**src/rtl/isqrt_seq_pkg.sv**
```systemverilog
// -----------------------------------------------------------------------------
// isqrt_seq_pkg
//   Shared definitions for the sequential integer square root: FSM state
//   encoding, default radicand width and the root-width helper.
//   No ports (package).
// -----------------------------------------------------------------------------
package isqrt_seq_pkg;

   localparam int RAD_W_DEF = 32;

   typedef enum logic [1:0] {
      IDLE = 2'd0,
      CALC = 2'd1,
      DONE = 2'd2
   } state_t;

   // Root width is always half the radicand width; radicand width must be even.
   function automatic int root_w(input int rad_w);
      return rad_w / 2;
   endfunction

endpackage

```
**src/rtl/isqrt_seq_if.sv**
```systemverilog
// -----------------------------------------------------------------------------
// isqrt_seq_if
//   Control/data bundle between the calculator control FSM (master) and the
//   square-root unit (slave).
//   clr        master->slave  level clear, 1 = hold idle
//   radicand   master->slave  unsigned value to root
//   root       slave->master  floor(sqrt(radicand)), 0 until done
//   remainder  slave->master  radicand - root^2, 0 until done
//   busy       slave->master  1 while iterating
//   done       slave->master  1 while root/remainder are valid
// -----------------------------------------------------------------------------
interface isqrt_seq_if
   import isqrt_seq_pkg::*;
#(
   parameter int RAD_W = RAD_W_DEF
);
   localparam int ROOT_W = root_w(RAD_W);

   logic              clr;
   logic [RAD_W-1:0]  radicand;
   logic [ROOT_W-1:0] root;
   logic [ROOT_W:0]   remainder;
   logic              busy;
   logic              done;

   modport master (
      output clr, radicand,
      input  root, remainder, busy, done
   );

   modport slave (
      input  clr, radicand,
      output root, remainder, busy, done
   );

endinterface

```
**src/rtl/isqrt_step.sv**
```systemverilog
// -----------------------------------------------------------------------------
// isqrt_step
//   One digit-by-digit square-root iteration (combinational).
//   r       in   ROOT_W+2  partial remainder
//   q       in   ROOT_W    partial root
//   bits    in   2         next two radicand bits, MSB first
//   r_next  out  ROOT_W+2  updated partial remainder
//   q_next  out  ROOT_W    updated partial root (one more result bit)
// -----------------------------------------------------------------------------
module isqrt_step #(
   parameter int ROOT_W = 16
) (
   input  logic [ROOT_W+1:0] r,
   input  logic [ROOT_W-1:0] q,
   input  logic [1:0]        bits,
   output logic [ROOT_W+1:0] r_next,
   output logic [ROOT_W-1:0] q_next
);

   // Full-width shifted remainder so the compare sees every bit; the
   // difference itself always fits back into ROOT_W+2 bits.
   logic [ROOT_W+3:0] r_wide;
   logic [ROOT_W+1:0] trial;
   logic              take;

   assign r_wide = {r, bits};
   assign trial  = {q, 2'b01};
   assign take   = (r_wide >= {2'b00, trial});

   assign r_next = take ? (r_wide[ROOT_W+1:0] - trial) : r_wide[ROOT_W+1:0];
   assign q_next = {q[ROOT_W-2:0], take};

endmodule

```
**src/rtl/isqrt_seq.sv**
```systemverilog
// -----------------------------------------------------------------------------
// isqrt_seq
//   Sequential integer square root, one result bit per clock. Consumes the
//   absolute discriminant and produces floor(sqrt(x)) and x - root^2.
//   clk   in  system clock, all state changes on posedge
//   rst   in  asynchronous active-high reset
//   bus   isqrt_seq_if.slave: clr, radicand in; root, remainder, busy, done out
//   Timing: load edge + ROOT_W iteration edges; done is high after edge
//   ROOT_W+1 counted from (and including) the load edge.
// -----------------------------------------------------------------------------
module isqrt_seq
   import isqrt_seq_pkg::*;
#(
   parameter int RAD_W = RAD_W_DEF
) (
   input  logic       clk,
   input  logic       rst,
   isqrt_seq_if.slave bus
);

   localparam int ROOT_W = root_w(RAD_W);
   localparam int CNT_W  = (ROOT_W > 1) ? $clog2(ROOT_W) : 1;

   state_t            state, state_next;
   logic [RAD_W-1:0]  sh;        // latched radicand, consumed 2 bits per edge
   logic [ROOT_W-1:0] q;
   logic [ROOT_W+1:0] r;
   logic [CNT_W-1:0]  cnt;

   logic [ROOT_W-1:0] q_next;
   logic [ROOT_W+1:0] r_next;

   logic load, step_en, finish, clear_out;

   isqrt_step #(.ROOT_W(ROOT_W)) u_step (
      .r      (r),
      .q      (q),
      .bits   (sh[RAD_W-1 -: 2]),
      .r_next (r_next),
      .q_next (q_next)
   );

   // NOTE: every signal driven here gets a default first; otherwise a path
   // that skips an assignment infers a latch.
   always_comb begin
      state_next = state;
      load       = 1'b0;
      step_en    = 1'b0;
      finish     = 1'b0;
      clear_out  = 1'b0;
      unique case (state)
         IDLE: begin
            if (!bus.clr) begin
               state_next = CALC;
               load       = 1'b1;
            end
         end
         CALC: begin
            // clr wins over completion of the last iteration.
            if (bus.clr) begin
               state_next = IDLE;
               clear_out  = 1'b1;
            end else begin
               step_en = 1'b1;
               if (cnt == '0) begin
                  state_next = DONE;
                  finish     = 1'b1;
               end
            end
         end
         DONE: begin
            if (bus.clr) begin
               state_next = IDLE;
               clear_out  = 1'b1;
            end
         end
         default: begin
            state_next = IDLE;
            clear_out  = 1'b1;
         end
      endcase
   end

   // NOTE: sequential state uses non-blocking assignments so every register
   // samples pre-edge values regardless of statement order.
   always_ff @(posedge clk or posedge rst) begin
      if (rst) begin
         state         <= IDLE;
         sh            <= '0;
         q             <= '0;
         r             <= '0;
         cnt           <= '0;
         bus.root      <= '0;
         bus.remainder <= '0;
         bus.busy      <= 1'b0;
         bus.done      <= 1'b0;
      end else begin
         state    <= state_next;
         // Flags derived from the next state keep busy/done registered and
         // mutually exclusive.
         bus.busy <= (state_next == CALC);
         bus.done <= (state_next == DONE);

         if (load) begin
            sh  <= bus.radicand;
            q   <= '0;
            r   <= '0;
            cnt <= CNT_W'(ROOT_W - 1);
         end

         if (step_en) begin
            sh  <= {sh[RAD_W-3:0], 2'b00};
            q   <= q_next;
            r   <= r_next;
            cnt <= cnt - 1'b1;
         end

         // Results are published only on the final iteration, never partials.
         if (finish) begin
            bus.root      <= q_next;
            bus.remainder <= r_next[ROOT_W:0];
         end

         if (clear_out) begin
            bus.root      <= '0;
            bus.remainder <= '0;
         end
      end
   end

endmodule

```
**src/flat_wrapper.sv**
```systemverilog
// flat-port wrapper written by rule: the top's interface ports become plain ports
module isqrt_seq_flat import isqrt_seq_pkg::*;
#(
   parameter int RAD_W = RAD_W_DEF
)
  (clk, rst, bus_clr, bus_radicand, bus_root, bus_remainder, bus_busy, bus_done);
  isqrt_seq_if #(.RAD_W(RAD_W)) bus_i ();
  input  logic clk;
  input  logic rst;
  input wire logic [$bits(bus_i.clr)-1:0] bus_clr;
  input wire logic [$bits(bus_i.radicand)-1:0] bus_radicand;
  output wire logic [$bits(bus_i.root)-1:0] bus_root;
  output wire logic [$bits(bus_i.remainder)-1:0] bus_remainder;
  output wire logic [$bits(bus_i.busy)-1:0] bus_busy;
  output wire logic [$bits(bus_i.done)-1:0] bus_done;
  assign bus_i.clr = bus_clr;
  assign bus_i.radicand = bus_radicand;
  assign bus_root = bus_i.root;
  assign bus_remainder = bus_i.remainder;
  assign bus_busy = bus_i.busy;
  assign bus_done = bus_i.done;
  isqrt_seq #(.RAD_W(RAD_W)) u_core (.clk(clk), .rst(rst), .bus(bus_i));
endmodule
```
**config.mk**
```make
export PLATFORM = sky130hd
export DESIGN_NAME = isqrt_seq_flat
export DESIGN_NICKNAME = d
export VERILOG_FILES = /design/src/rtl/isqrt_seq_pkg.sv /design/src/rtl/isqrt_seq_if.sv /design/src/rtl/isqrt_step.sv /design/src/rtl/isqrt_seq.sv /design/src/flat_wrapper.sv
export SDC_FILE = /design/constraint.sdc
export NUM_CORES = 1
export LEC_CHECK = 0
export BUFFER_PORTS_ARGS = -buffer_cell sky130_fd_sc_hd__buf_2
export CAP_MARGIN = 20
export CORE_MARGIN = 2
export CORE_UTILIZATION = 35
export CTS_CLUSTER_DIAMETER = 150
export DETAILED_ROUTE_END_ITERATION = 6
export GPL_TIMING_DRIVEN = 0
export SYNTH_ARGS = -nofsm -noshare
export SYNTH_HDL_FRONTEND = slang
export SYNTH_SLANG_ARGS = --single-unit
```
**constraint.sdc**
```tcl
create_clock -name clk -period 3.5 [get_ports clk]
set_input_delay 0.35 -clock clk [delete_from_list [all_inputs] [get_ports clk]]
set_output_delay 0.35 -clock clk [all_outputs]
set_load 0.005 [all_outputs]
```
; ---- Word level (Yosys, flattened, before mapping)
; Index checks and enable logic that the tools add are counted.
[word_totals]
elab_cells = 47
regBits = 107
output_inout_bits = 35
[classes]
n_addsub = 2
n_eq_ne = 4
reduce_logical = 5
muxes = 26
order_cmp = 1
[ops]
columns = cell, count
row1 = 16-bit two-way mux, 4
row2 = 32-bit two-way mux, 2
row3 = 18-bit two-way mux, 3
row4 = 17-bit two-way mux, 2
row5 = 20-bit by 18-bit >= comparator with 1-bit output, 1
row6 = 18-bit subtractor, 1
row7 = 2-bit two-way mux, 4
row8 = 4-bit two-way mux, 2
row9 = 1-bit two-way mux, 7
row10 = 2-bit one-hot mux with 3 select lines, 1
row11 = "2-bit by 1-bit == test with 1-bit output, second input constant", 2
row12 = "2-bit == test, second input constant", 2
row13 = 4-bit logical NOT, 1
row14 = 2-bit nonzero test, 2
row15 = "4-bit by 1-bit subtractor with 4-bit output, second input constant", 1
row16 = 2-bit logical NOT, 1
row17 = 1-bit one-hot mux with 2 select lines, 1
row18 = 2-bit OR reduction, 1

; ---- Longest topological paths before layout
; Gate-level depths: netlist of the first run.
[depth]
word_depth = 6
depth_mapped = 12
ltp_nobuf = 9

; ---- Modules after synthesis
; A second synthesis of the first run with hierarchy kept.
[unflattened]
hier_cells = 614
hier_area_um2 = 5989.5
[by_module_without_submodules]
columns = module, seq_area_each_um2, cells_per_inst, area_per_inst_um2, instances
row1 = isqrt_seq, 2677.6, 420, 4551.9, 1
row2 = isqrt_step, 0.0, 194, 1437.6, 1

; ---- Least setup slack after synthesis of the first run
; Ideal clock, no wire load.
[synth_path]
path_kind = register to register
start = register u_core.r[1]
end = register u_core.bus.remainder[1]
synth_period_minus_slack_ps = 2530
required_ps = 3426
path_buffers = 0
stages_incl_launch_ff = 9
t_arrival_ps = 2456
path_slack_ps = 970
cell_sequence = dfrtp_1 ha_1 o211ai_2 a21oi_2 o41a_1 o31ai_4 nand2_4 mux2_4 o21ai_2
[synth_between]
elab_chain_len = 4
[synth_lines]
columns = item, line
row1 = "start, declared", isqrt_seq.sv:27  ; logic [ROOT_W+1:0] r;
row2 = "start signal, assigned", isqrt_seq.sv:114  ; r <= r_next;
row3 = 20-bit by 18-bit >= comparator with 1-bit output, isqrt_step.sv:28  ; assign take = (r_wide >= {2'b00, trial});
row4 = 18-bit two-way mux, isqrt_step.sv:30  ; assign r_next = take ? (r_wide[ROOT_W+1:0] - trial) : r_wide[ROOT_W+1:0];
row5 = 17-bit two-way mux, isqrt_seq.sv:119  ; if (finish) begin
row6 = 17-bit two-way mux, isqrt_seq.sv:124  ; if (clear_out) begin
row7 = "end signal, assigned", isqrt_seq.sv:121  ; bus.remainder <= r_next[ROOT_W:0];
row8 = "end, declared", isqrt_seq_if.sv:33  ; output root, remainder, busy, done
; Every way passes these cells. The select of a mux whose other input is x is not followed.
; A chain may end at the register's enable or synchronous reset.

; ---- Worst setup path in the final report of the first run
[layout_path]
start = register u_core.q[1]
end = register u_core.bus.remainder[9]
[layout_between]
elab_chain_len = 4
elab_cells_between_ends = 5
cone_classes = add/sub: 1 / order compare: 1 / mux: 3
[layout_lines]
columns = item, line
row1 = "start, declared", isqrt_seq.sv:26  ; logic [ROOT_W-1:0] q;
row2 = "start signal, assigned", isqrt_seq.sv:113  ; q <= q_next;
row3 = 18-bit subtractor or 20-bit by 18-bit >= comparator with 1-bit output (tied branches), "isqrt_step.sv:30, isqrt_step.sv:28"
row4 = 18-bit two-way mux (*), isqrt_step.sv:30
row5 = 17-bit two-way mux (*), isqrt_seq.sv:119
row6 = 17-bit two-way mux (*), isqrt_seq.sv:124
; Every way passes the cells marked *; elsewhere a longest branch is shown, timed or not. The select of a mux whose other input is x is not followed.

==> results of run 1 <==
[metrics by stage]
step / hold slack [ns] / setup TNS (ns)
global placement: 0.470 / -86.36
floorplan: 0.451 / 0
detailed placement: 0.407 / 0
global route: 0.0495 / 0
finish: 0.0223 / 0
CTS: 0.0302 / 0
[cells in the mapped netlist (2+ instances only)]
library cell | instances | area, sq um
a22oi_1 | 34 | 255
xnor2_1 | 11 | 96.3
nand2b_1 | 2 | 12.5
buf_1 | 2 | 7.51
a211oi_1 | 4 | 30.0
a21o_1 | 5 | 37.5
o211ai_1 | 2 | 15.0
dfrtp_1 | 107 | 2680
a21oi_1 | 55 | 275
o21a_1 | 3 | 22.5
nor2_1 | 18 | 67.6
a32oi_1 | 3 | 26.3
o21ai_0 | 70 | 350
a21oi_2 | 6 | 52.6
o31ai_1 | 2 | 15.0
nor3_1 | 6 | 30.0
buf_6 | 2 | 22.5
o22ai_1 | 18 | 113
and2_1 | 2 | 12.5
nand3_1 | 8 | 40.0
inv_1 | 29 | 109
clkbuf_1 | 25 | 93.8
o21ai_1 | 5 | 25.0
clkbuf_8 | 2 | 27.5
ha_1 | 23 | 288
o21ai_2 | 2 | 17.5
nand2_1 | 94 | 353
mux2i_1 | 11 | 110
xor2_1 | 3 | 26.3
[registers in the layout, indices dropped and copies added, names as in the netlist, 2 cells and up]
signal                cells
u_core.sh                32
u_core.r                 18
u_core.bus.remainder     17
u_core.bus.root          16
u_core.q                 16
u_core.cnt                4
u_core.state              2
[where the power goes]
| part | total (mW) | switching (mW) | internal [mW] |
|---|---|---|---|
| logic | 3.33 | 2.01 | 1.31 |
| registers | 1.78 | 0.231 | 1.55 |
| clock network | 1.00 | 0.460 | 0.542 |
| total | 6.11 | 2.70 | 3.41 |
[area by class of cell]
type                    instances  area [sq um]
multi-input cells             409          2480
well taps                     188           235
plain buffers                  33           181
flip-flops and latches        107          2680
repair buffers                 70           373
fillers                      1526          8850
clock buffers                  13           270
clock inverters                 3          21.3
inverters                      29           111
[cells by family (layout without fill, tap and decap cells)]
group,Yosys count,in the layout,synth area share [%]
AO/OA/AOI/OAI,221,221,25.0
AND/OR/NAND/NOR,139,139,10.7
flip-flops,107,107,49.2
buffers and inverters,62,148,5.33
adder cells (fa/ha/maj),23,23,5.28
XOR/XNOR,14,14,2.25
multiplexers,12,12,2.30
[path summary, 6_finish.rpt]
check | start | to | slack, ns
max | u_core.q[1]$_DFFE_PP0P_ | u_core.bus.remainder[9]$_DFFE_PP0P_ | 0.54
min | rst | u_core.sh[8]$_DFFE_PP0P_ | 0.02
max reg2reg | u_core.q[1]$_DFFE_PP0P_ | u_core.bus.remainder[9]$_DFFE_PP0P_ | 0.54
min reg2reg | u_core.sh[23]$_DFFE_PP0P_ | u_core.sh[23]$_DFFE_PP0P_ | 0.49
max in group asynchronous | rst | u_core.bus.root[14]$_DFFE_PP0P_ | 2.77
min in group clk | bus_radicand[22] | u_core.sh[22]$_DFFE_PP0P_ | 0.28
[routing by layer]
layer / share of wire (%) / GRT usage [%]
met5: 0 / 0
met1: 45 / 22.8
met2: 47 / 28.6
met4: 1.6 / 5.95
met3: 5.7 / 4.91
==> results by group, run 1 <==
CTS
  • CTS max path bufs: 2
  • Clock sinks: 107
  • CTS tree: built
  • Root buffer selected by CTS: clkbuf_16
  • Worst-path clk slew: 0.07 ns
  • H-tree depth: 3
  • Post-CTS Resized: 0
  • Skew-Pair Late Insertion Delay: 0.35 ns
  • Num CTS Buffers: 9
  • Setup repair bufs after CTS: 0
  • Quantity of hold-fixing buffers added after cts: 0

Setup path
  • R2R depth: 9
  • Slowest stage delay, CP: 0.58 ns
  • CP Cell Sequence: inv_1 -> ha_1 -> o211ai_2 -> a21oi_2 -> o41a_1 -> o31ai_4 -> nand2_4 -> mux2i_1 -> a21oi_1
  • Worst setup SP type: flip-flop
  • WP buf/inv: 1
  • Arrival @ worst endpoint: 3.19 ns
  • Worst path slowest cell: o31ai_4
  • CP top delay family: compound AO/OA/AOI/OAI gates
  • Worst path depth: 9
  • Setup CP Type: reg2reg
  • Crit-path max FO: 10
  • WP data required: 3.72 ns
  • Setup crit end kind: flip-flop

Timing
  • Final Critical Period: 2.96 ns
  • RSZ-0062 raised after global routing: no
  • Final Cycle Share: 84.7%
  • # setup viols final: 0
  • Max-slew violation count: 0
  • Max-slew headroom: 40.0%
  • Max Freq: about 340 MHz
  • Worst slew pin tran: between 0.8 and 0.9 ns
  • Final hold violations: 0
  • Clk_skew: 0.00581 ns
  • Setup ws final: about 0.54 ns

Yosys
  • Async S/R FF share, synth: 100%
  • Main flop type after synthesis: dfrtp_1
  • Post-synthesis register bit count: about 110
  • Sequential fraction of the synthesis area: 49.2%
  • Post-synthesis cell area: 5450 sq um
  • Synth warn: 0
  • Synthesized area per cell: 9.43 sq um
  • Syn Inst Count: 578
  • Synth cell types: 53
  • Synth Net Count: 636
  • Post-synth EDFFs: 0

Global route
  • Tot GR Track Use: ~18%
  • First-pass GRT wire length: ~23000 um
  • Largest net degree at the start of global routing: 74
  • Grt total ovfl: 0
  • Initial antenna violation count: 0
  • Vias in the first global route: 4606

Final layout
  • Syn-to-layout area delta: 16.6%
  • Post-route cell area: around 6300 sq um
  • ANT cells: 0
  • Post-route non-filler standard cell count: ~850
  • Commonest non-fill, non-tap cell in the layout: dfrtp_1
  • Nets@finish: just over 700
  • Commonest cells after routing, fill and taps aside: dfrtp_1 (107), nand2_1 (94), o21ai_0 (70)
  • Layout cells sized above 1: 16.4%
  • Post-route core utilization: between 40% and 50%

Floorplan
  • CORE AREA: about 15000 sq um
  • # rows: 45
  • I/O Pins: 70
  • Total die area: 16600 sq um
  • Initial Util: 35.8%
  • Chip height: 129 um
  • Die W: 129 um

Flow run
  • Max-cap violations: 0

Pwr
  • Total power: approximately 6 mW
  • LEAKAGE: around 2.9 nW
  • Power density cells: 962 nW/um^2
  • Maximum VDD drop: approximately 0.36 mV

Drt
  • Final wirelength: 14000 um
  • DRT Pass-1 Iters: 4
  • DRT antenna net count: 0
  • Wire per inst: around 16 um
  • DRC viols: 0
  • Vias/cell: between 5 and 6
  • Vias: ~4.5k
  • Initial DRC Count: 227

Placed design
  • DP Area: 6060 sq um
  • Place WS: 0.577 ns
  • Final RePlAce weighted congestion: 0.894
  • Final HPWL DP: around 10000 um
  • Placed instance count: between 800 and 900
  • Port Buf Inserts: between 60 and 70

Run status
  • Outcome: completed

Min path
  • Hold crit path type: in2async
(Power assumes the default switching activity.)
==> run 2: changes to the inputs <==
--- a/config.mk
+++ b/config.mk
@@ -5,6 +5,7 @@
 export SDC_FILE = /design/constraint.sdc
 export NUM_CORES = 1
 export LEC_CHECK = 0
+export ABC_AREA = 1
 export BUFFER_PORTS_ARGS = -buffer_cell sky130_fd_sc_hd__buf_2
 export CAP_MARGIN = 20
 export CORE_MARGIN = 2
==> constraint.sdc (replaced) <==
create_clock -name clk -period 2.9 [get_ports clk]
set_input_delay 0.29 -clock clk [delete_from_list [all_inputs] [get_ports clk]]
set_output_delay 0.29 -clock clk [all_outputs]
set_load 0.005 [all_outputs]
==> results by group, run 2 <==
Setup path
  • Setup crit end kind: flip-flop
  • WP buf/inv: 2 (+1)
  • Crit-path max FO: 10 (unchanged)
  • Setup CP Type: reg2reg
  • Arrival @ worst endpoint: 2.66 ns (-0.53 ns)
  • CP top delay family: simple AND/OR/NAND/NOR gates
  • CP Cell Sequence: ha_1 -> nand2_2 -> inv_1 -> a21oi_1 -> nand3_1 -> nand2_4 -> nand2_4 -> buf_6 -> nand2_1 -> nand3_1 -> nand2_1
  • WP data required: 3.19 ns (-0.53 ns)
  • Slowest stage delay, CP: 0.45 ns (-0.13 ns)
  • Worst path slowest cell: dfrtp_1
  • Worst setup SP type: flip-flop

Timing
  • Hold Slack: 0.146 ns (+0.123 ns)
  • Final Cycle Share: 81.6% (-3.1 points)
  • Worst slew pin tran: 0.683 ns (-0.193 ns)
  • Clk_skew: 0.0111 ns (+0.00529 ns)
  • Max-slew violation count: 0 (unchanged)
  • Final Critical Period: 2.37 ns (-0.597 ns)
  • Setup_tns: 0 ns (unchanged)
  • Max Freq: 422 MHz (+25%)
  • Max-slew headroom: 54.5% (+15 points)
  • Final hold violations: 0 (unchanged)
  • Setup ws final: 0.533 ns (-0.00302 ns)
  • RSZ-0062 raised after global routing: no
  • # setup viols final: 0 (unchanged)

Yosys
  • Synth warn: 0 (unchanged)
  • Post-synth top cells: nand2_1 (320), dfrtp_1 (107), inv_1 (88), nand3_1 (79)
  • Synthesized area per cell: 7.52 sq um (-20%)
  • Synth area leader: dfrtp_1
  • Async S/R FF share, synth: 100% (unchanged)
  • Most common cell in the netlist: nand2_1
  • Largest cells by area after synthesis: dfrtp_1 (47%), nand2_1 (21%), nand3_1 (6.9%), inv_1 (5.8%), ha_1 (5.1%)
  • Post-synthesis register bit count: 107 (unchanged)
  • Synth Net Count: 815 (+28%)
  • Post-synthesis cell area: 5690 sq um (+4.5%)
  • Sequential fraction of the synthesis area: 47.0% (-2.1 points)
  • Synth top area share: 47.0% (-2.1 points)
  • Syn Inst Count: 757 (+31%)
  • Synth cell types: 33 (-38%)
  • Main flop type after synthesis: dfrtp_1
  • Post-synth EDFFs: 0 (unchanged)

Final layout
  • Post-route cell area: 6660 sq um (+4.8%)
  • Commonest cells after routing, fill and taps aside: nand2_1 (320), dfrtp_1 (107), inv_1 (87)
  • Post-route non-filler standard cell count: 1059 (+24%)
  • Nets@finish: 899 (+25%)
  • Layout cells sized above 1: 13.4% (-3.0 points)
  • Post-route core utilization: 41.9% (+0.13 points)
  • Max reg flops: 32 (unchanged)
  • Most flops, register: u_core.sh
  • Commonest non-fill, non-tap cell in the layout: nand2_1
  • Regs by FF count: u_core.sh (32), u_core.r (18), u_core.bus.remainder (17)
  • ANT cells: 0 (unchanged)
  • Syn-to-layout area delta: 16.9%

CTS
  • Skew-Pair Late Insertion Delay: 0.35 ns (about the same)
  • Root buffer selected by CTS: clkbuf_16
  • Clock sinks: 107 (unchanged)
  • Worst-path clk slew: 0.07 ns (about the same)
  • CTS tree: built
  • CTS max path bufs: 2 (unchanged)
  • Num CTS Buffers: 9 (unchanged)
  • Post-CTS Resized: 0 (unchanged)
  • H-tree depth: 3 (unchanged)

Drt
  • DRT antenna net count: 0 (unchanged)
  • Final wirelength: 14600 um (+4.4%)
  • Vias: 4922 (+8.7%)
  • DRT Pass-1 Iters: 5 (+1)
  • DRC viols: 0 (unchanged)
  • Initial DRC Count: 313 (+38%)
  • Vias/cell: 4.65 (-13%)
  • Wire per inst: 13.8 um (-16%)

Run status
  • Outcome: completed

Floorplan
  • Chip height: 132 um (+2.2%)
  • # rows: 46 (+2.2%)
  • Initial Util: 35.8% (about the same)
  • Die W: 132 um (+2.2%)
  • Total die area: 17300 sq um (+4.4%)
  • I/O Pins: 70 (unchanged)
  • CORE AREA: 15900 sq um (+4.5%)

Global route
  • Largest net degree at the start of global routing: 38 (-49%)
  • Vias in the first global route: 4753 (+3.2%)
  • Grt total ovfl: 0 (unchanged)
  • Tot GR Track Use: 17.6% (-0.049 points)
  • First-pass GRT wire length: 24200 um (+5.5%)
  • Initial antenna violation count: 0 (unchanged)

Placed design
  • Place WS: 0.535 ns (-0.0418 ns)
  • DP Area: 6370 sq um (+5.2%)
  • Final RePlAce weighted congestion: 0.945 (+5.8%)
  • Final HPWL DP: 11100 um (+6.6%)
  • Port Buf Inserts: 69 (unchanged)
  • Placed instance count: 1045 (+25%)

Pwr
  • Maximum VDD drop: 0.398 mV (+9.3%)
  • Power density cells: 1020 nW/um^2 (+5.5%)
  • LEAKAGE: 3.67 nW (+25%)
  • Total power: 6.76 mW (+11%)

Min path
  • Hold crit path type: in2reg

Flow run
  • Max-cap violations: 0 (unchanged)
-- run 2: path summary, 6_finish.rpt --
path	slack (ns)	to	start	cells after the start
setup / recovery	0.53	u_core.bus.remainder[11]$_DFFE_PP0P_	u_core.r[9]$_DFFE_PP0P_	11
hold / removal	0.15	u_core.sh[11]$_DFFE_PP0P_	bus_radicand[11]	3
setup reg to reg	0.53	u_core.bus.remainder[11]$_DFFE_PP0P_	u_core.r[9]$_DFFE_PP0P_	11
hold reg to reg	0.48	u_core.bus.remainder[9]$_DFFE_PP0P_	u_core.bus.remainder[9]$_DFFE_PP0P_	2
max in group asynchronous	1.76	u_core.bus.root[14]$_DFFE_PP0P_	rst	5
min in group asynchronous	0.44	u_core.sh[22]$_DFFE_PP0P_	rst	3
-- run 2: area by class of cell --
type,instances,area (sq um)
plain buffers,24,120
clock buffers,11,233
clock inverters,2,38.8
fillers,1693,9230
inverters,92,349
multi-input cells,534,2550
flip-flops and latches,107,2680
well taps,216,270
repair buffers,73,415
-- run 2: repair_timing --
action	in CTS	in global routing
buffers inserted	0	0
hold endpoints to repair	10	0
hold buffers	1	0
-- run 2: tightest hold or removal path, cell delays in order --
cell	delay, ns
buf_2	0.07
nand2_1	0.04
nand3_1	0.06
-- run 2: kinds of logic after synthesis --
kind of cell | after synthesis | share of synthesized area [%]
simple gates | 440 | 31.9
buf+inv | 116 | 8.17
flops | 107 | 47.0
compound gates | 64 | 6.77
fa+ha+maj | 23 | 5.05
xor+xnor | 7 | 1.08
-- run 2: metal layers --
metal / up-vias / share of wire [%] / track usage, %
met2: 98 / 47 / 29.3
met1: 2263 / 46 / 23.0
met5: - / 0 / 0
met4: 0 / 1.2 / 4.41
met3: 12 / 5.3 / 4.13
li1: 2549 / - / -
-- run 2: where the power goes --
part | switching (mW) | total, mW | internal [mW] | leakage, nW
sequential | 0.198 | 2.01 | 1.81 | 1.42
clock | 0.535 | 1.20 | 0.660 | 0.132
combinational | 2.40 | 3.55 | 1.15 | 2.12
total | 3.13 | 6.76 | 3.62 | 3.67
==> run 3: changes to the inputs <==
==> constraint.sdc (replaced) <==
create_clock -name clk -period 2.1 [get_ports clk]
set_input_delay 0.21 -clock clk [delete_from_list [all_inputs] [get_ports clk]]
set_output_delay 0.21 -clock clk [all_outputs]
set_load 0.005 [all_outputs]
==> results by group, run 3 (synthesized netlist as in run 2, its figures left out) <==
Timing
  • Max-slew headroom: 68.2% (+14 points)
  • RSZ-0062 raised after global routing: yes
  • Final Cycle Share: 94.2% (+13 points)
  • Setup_tns: 0 ns (unchanged)
  • Hold Slack: 0.0652 ns (-0.0804 ns)
  • Final Critical Period: 1.98 ns (-0.389 ns)
  • Final hold violations: 0 (unchanged)
  • Max-slew violation count: 0 (unchanged)
  • Setup ws final: 0.122 ns (-0.411 ns)
  • # setup viols final: 0 (unchanged)
  • Clk_skew: 0.00990 ns (-0.00120 ns)
  • Max Freq: 506 MHz (+20%)
  • Worst slew pin tran: 0.473 ns (-0.210 ns)

Setup path
  • Crit-path max FO: 10 (unchanged)
  • Reg2Reg Setup Slack: 0.12 ns (-0.41 ns)
  • WP buf/inv: 1 (-1)
  • Arrival @ worst endpoint: 2.21 ns (-0.45 ns)
  • CP top delay family: simple AND/OR/NAND/NOR gates
  • CP Cell Sequence: ha_4 -> nand2_2 -> nor2_4 -> nand2_1 -> o21ai_2 -> a21oi_4 -> nand2_4 -> buf_6 -> nand2_1 -> nand3_1 -> o21ai_2
  • Setup CP Type: reg2reg
  • Worst path slowest cell: dfrtp_2
  • WP data required: 2.33 ns (-0.86 ns)
  • RR Startpoint: u_core.r[9]$_DFFE_PP0P_
  • Worst setup SP type: flip-flop
  • Worst R2R End: u_core.r[2]$_DFFE_PP0P_
  • R2R depth: 11 (unchanged)
  • Slowest stage delay, CP: 0.45 ns (about the same)
  • Setup crit end kind: flip-flop

Drt
  • Vias/cell: 4.66 (+0.35%)
  • Wire length on met2: 7230 um (+5.2%)
  • DRC viols: 0 (unchanged)
  • Wire per inst: 13.9 um (+1.3%)
  • DRT antenna net count: 0 (unchanged)
  • Wire length on met3: 772 um (-0.39%)
  • Final wirelength: 14900 um (+2.6%)
  • Vias: 5000 (+1.6%)
  • Met1 WL: 6740 um (-0.18%)
  • DRT Pass-1 Iters: 5 (unchanged)
  • Top sig layer: met4
  • Initial DRC Count: 291 (-7.0%)

CTS
  • Clock sinks: 107 (unchanged)
  • CTS max path bufs: 2 (unchanged)
  • Root buffer selected by CTS: clkbuf_16
  • Num CTS Buffers: 9 (unchanged)
  • CTS tree: built
  • Worst-path clk slew: 0.07 ns (about the same)
  • H-tree depth: 3 (unchanged)
  • Skew-Pair Late Insertion Delay: 0.35 ns (about the same)

Floorplan
  • Die W: 132 um (unchanged)
  • CORE AREA: 15900 sq um (unchanged)
  • Initial Util: 35.8% (unchanged)
  • Total die area: 17300 sq um (unchanged)
  • I/O Pins: 70 (unchanged)
  • Chip height: 132 um (unchanged)
  • # rows: 46 (unchanged)

Placed design
  • Place WS: -0.265 ns (-0.800 ns)
  • Final RePlAce weighted congestion: 0.945 (unchanged)
  • Final HPWL DP: 11100 um (unchanged)
  • DP Area: 6370 sq um (unchanged)
  • Port Buf Inserts: 69 (unchanged)

Final layout
  • Commonest cells after routing, fill and taps aside: nand2_1 (314), dfrtp_1 (101), nand3_1 (76), buf_2 (76), inv_1 (75)
  • Nets@finish: 912 (+1.4%)
  • Syn-to-layout area delta: 23.2%
  • Regs by FF count: u_core.sh (32), u_core.r (18), u_core.bus.remainder (17)
  • Most flops, register: u_core.sh
  • ANT cells: 0 (unchanged)
  • Max reg flops: 32 (unchanged)
  • Post-route cell area: 7020 sq um (+5.4%)
  • Commonest non-fill, non-tap cell in the layout: nand2_1
  • Layout cells sized above 1: 20.7% (+7.3 points)

Global route
  • First-pass GRT wire length: 24700 um (+1.7%)
  • Largest net degree at the start of global routing: 38 (unchanged)
  • Tot GR Track Use: 17.9% (+0.32 points)
  • Vias in the first global route: 4878 (+2.6%)
  • Initial antenna violation count: 0 (unchanged)
  • Grt total ovfl: 0 (unchanged)

Min path
  • HP Start: bus_radicand[11]
  • Hold Crit Depth: 3 (unchanged)
  • Hold Path End: u_core.sh[11]$_DFFE_PP0P_
  • Hold crit path type: in2reg

Pwr
  • LEAKAGE: 3.78 nW (+2.9%)
  • Maximum VDD drop: 0.566 mV (+42%)
  • Total power: 9.98 mW (+48%)
  • Power density cells: 1420 nW/um^2 (+40%)

Flow run
  • Max-cap violations: 0 (unchanged)

Run status
  • Outcome: completed
run 3: worst max-delay path by stage:
stage	end	slack, ns	depth (start not counted)	startpoint
2_1_floorplan	u_core.r[2]$_DFFE_PP0P_	0.22	10	u_core.r[8]$_DFFE_PP0P_
3_3_place_gp	u_core.bus.remainder[11]$_DFFE_PP0P_	-0.24	13	u_core.q[0]$_DFFE_PP0P_
3_5_place_dp	u_core.bus.remainder[11]$_DFFE_PP0P_	-0.26	13	u_core.q[0]$_DFFE_PP0P_
4_1_cts	u_core.bus.remainder[11]$_DFFE_PP0P_	-0.004	11	u_core.r[9]$_DFFE_PP0P_
5_1_grt	u_core.bus.remainder[11]$_DFFE_PP0P_	-0.01	11	u_core.r[9]$_DFFE_PP0P_
6_report	u_core.r[2]$_DFFE_PP0P_	0.12	11	u_core.r[9]$_DFFE_PP0P_
run 3: metrics by stage:
stage               instances  util, %
floorplan                 757        -
global placement         1042     39.7
detailed placement       1045     40.1
CTS                      1062     43.1
global route             1072     44.2
finish                   1072     44.2
run 3: layer usage:
layer,track usage [%],vias up
li1,-,2588
met1,22.8,2298
met2,30.2,100
met3,4.48,14
met4,5.01,0
met5,0,-
run 3: repair_timing:
action / CTS / global route
hold buffers: 1 / 0
setup endpoints to repair: 70 / 80
gates resized for setup: 28 / 46
setup buffers: 3 / 10
pin swaps: 3 / 9
endpoints found under the hold margin: 10 / 0
run 3: layout make-up:
type	instances	area, sq um
repair buffers	86	529
clock inverters	2	38.8
well taps	216	270
inverters	92	354
fillers	1674	8870
flip-flops and latches	107	2690
clock buffers	11	233
multi-input cells	534	2760
plain buffers	24	143
run 3: worst reg2reg max path: stages (launching register included):
cell     delay, ns
dfrtp_2       0.45
ha_4          0.31
nand2_2       0.10
nor2_4        0.15
nand2_1       0.09
o21ai_2       0.19
a21oi_4       0.10
nand2_4       0.10
buf_6         0.14
nand2_1       0.08
nand3_1       0.10
o21ai_2       0.06
run 3: where the power goes:
| group | switching, mW | internal, mW |
|---|---|---|
| clock | 0.735 | 0.911 |
| sequential | 0.310 | 2.51 |
| combinational | 3.49 | 2.03 |
| total | 4.53 | 5.45 |
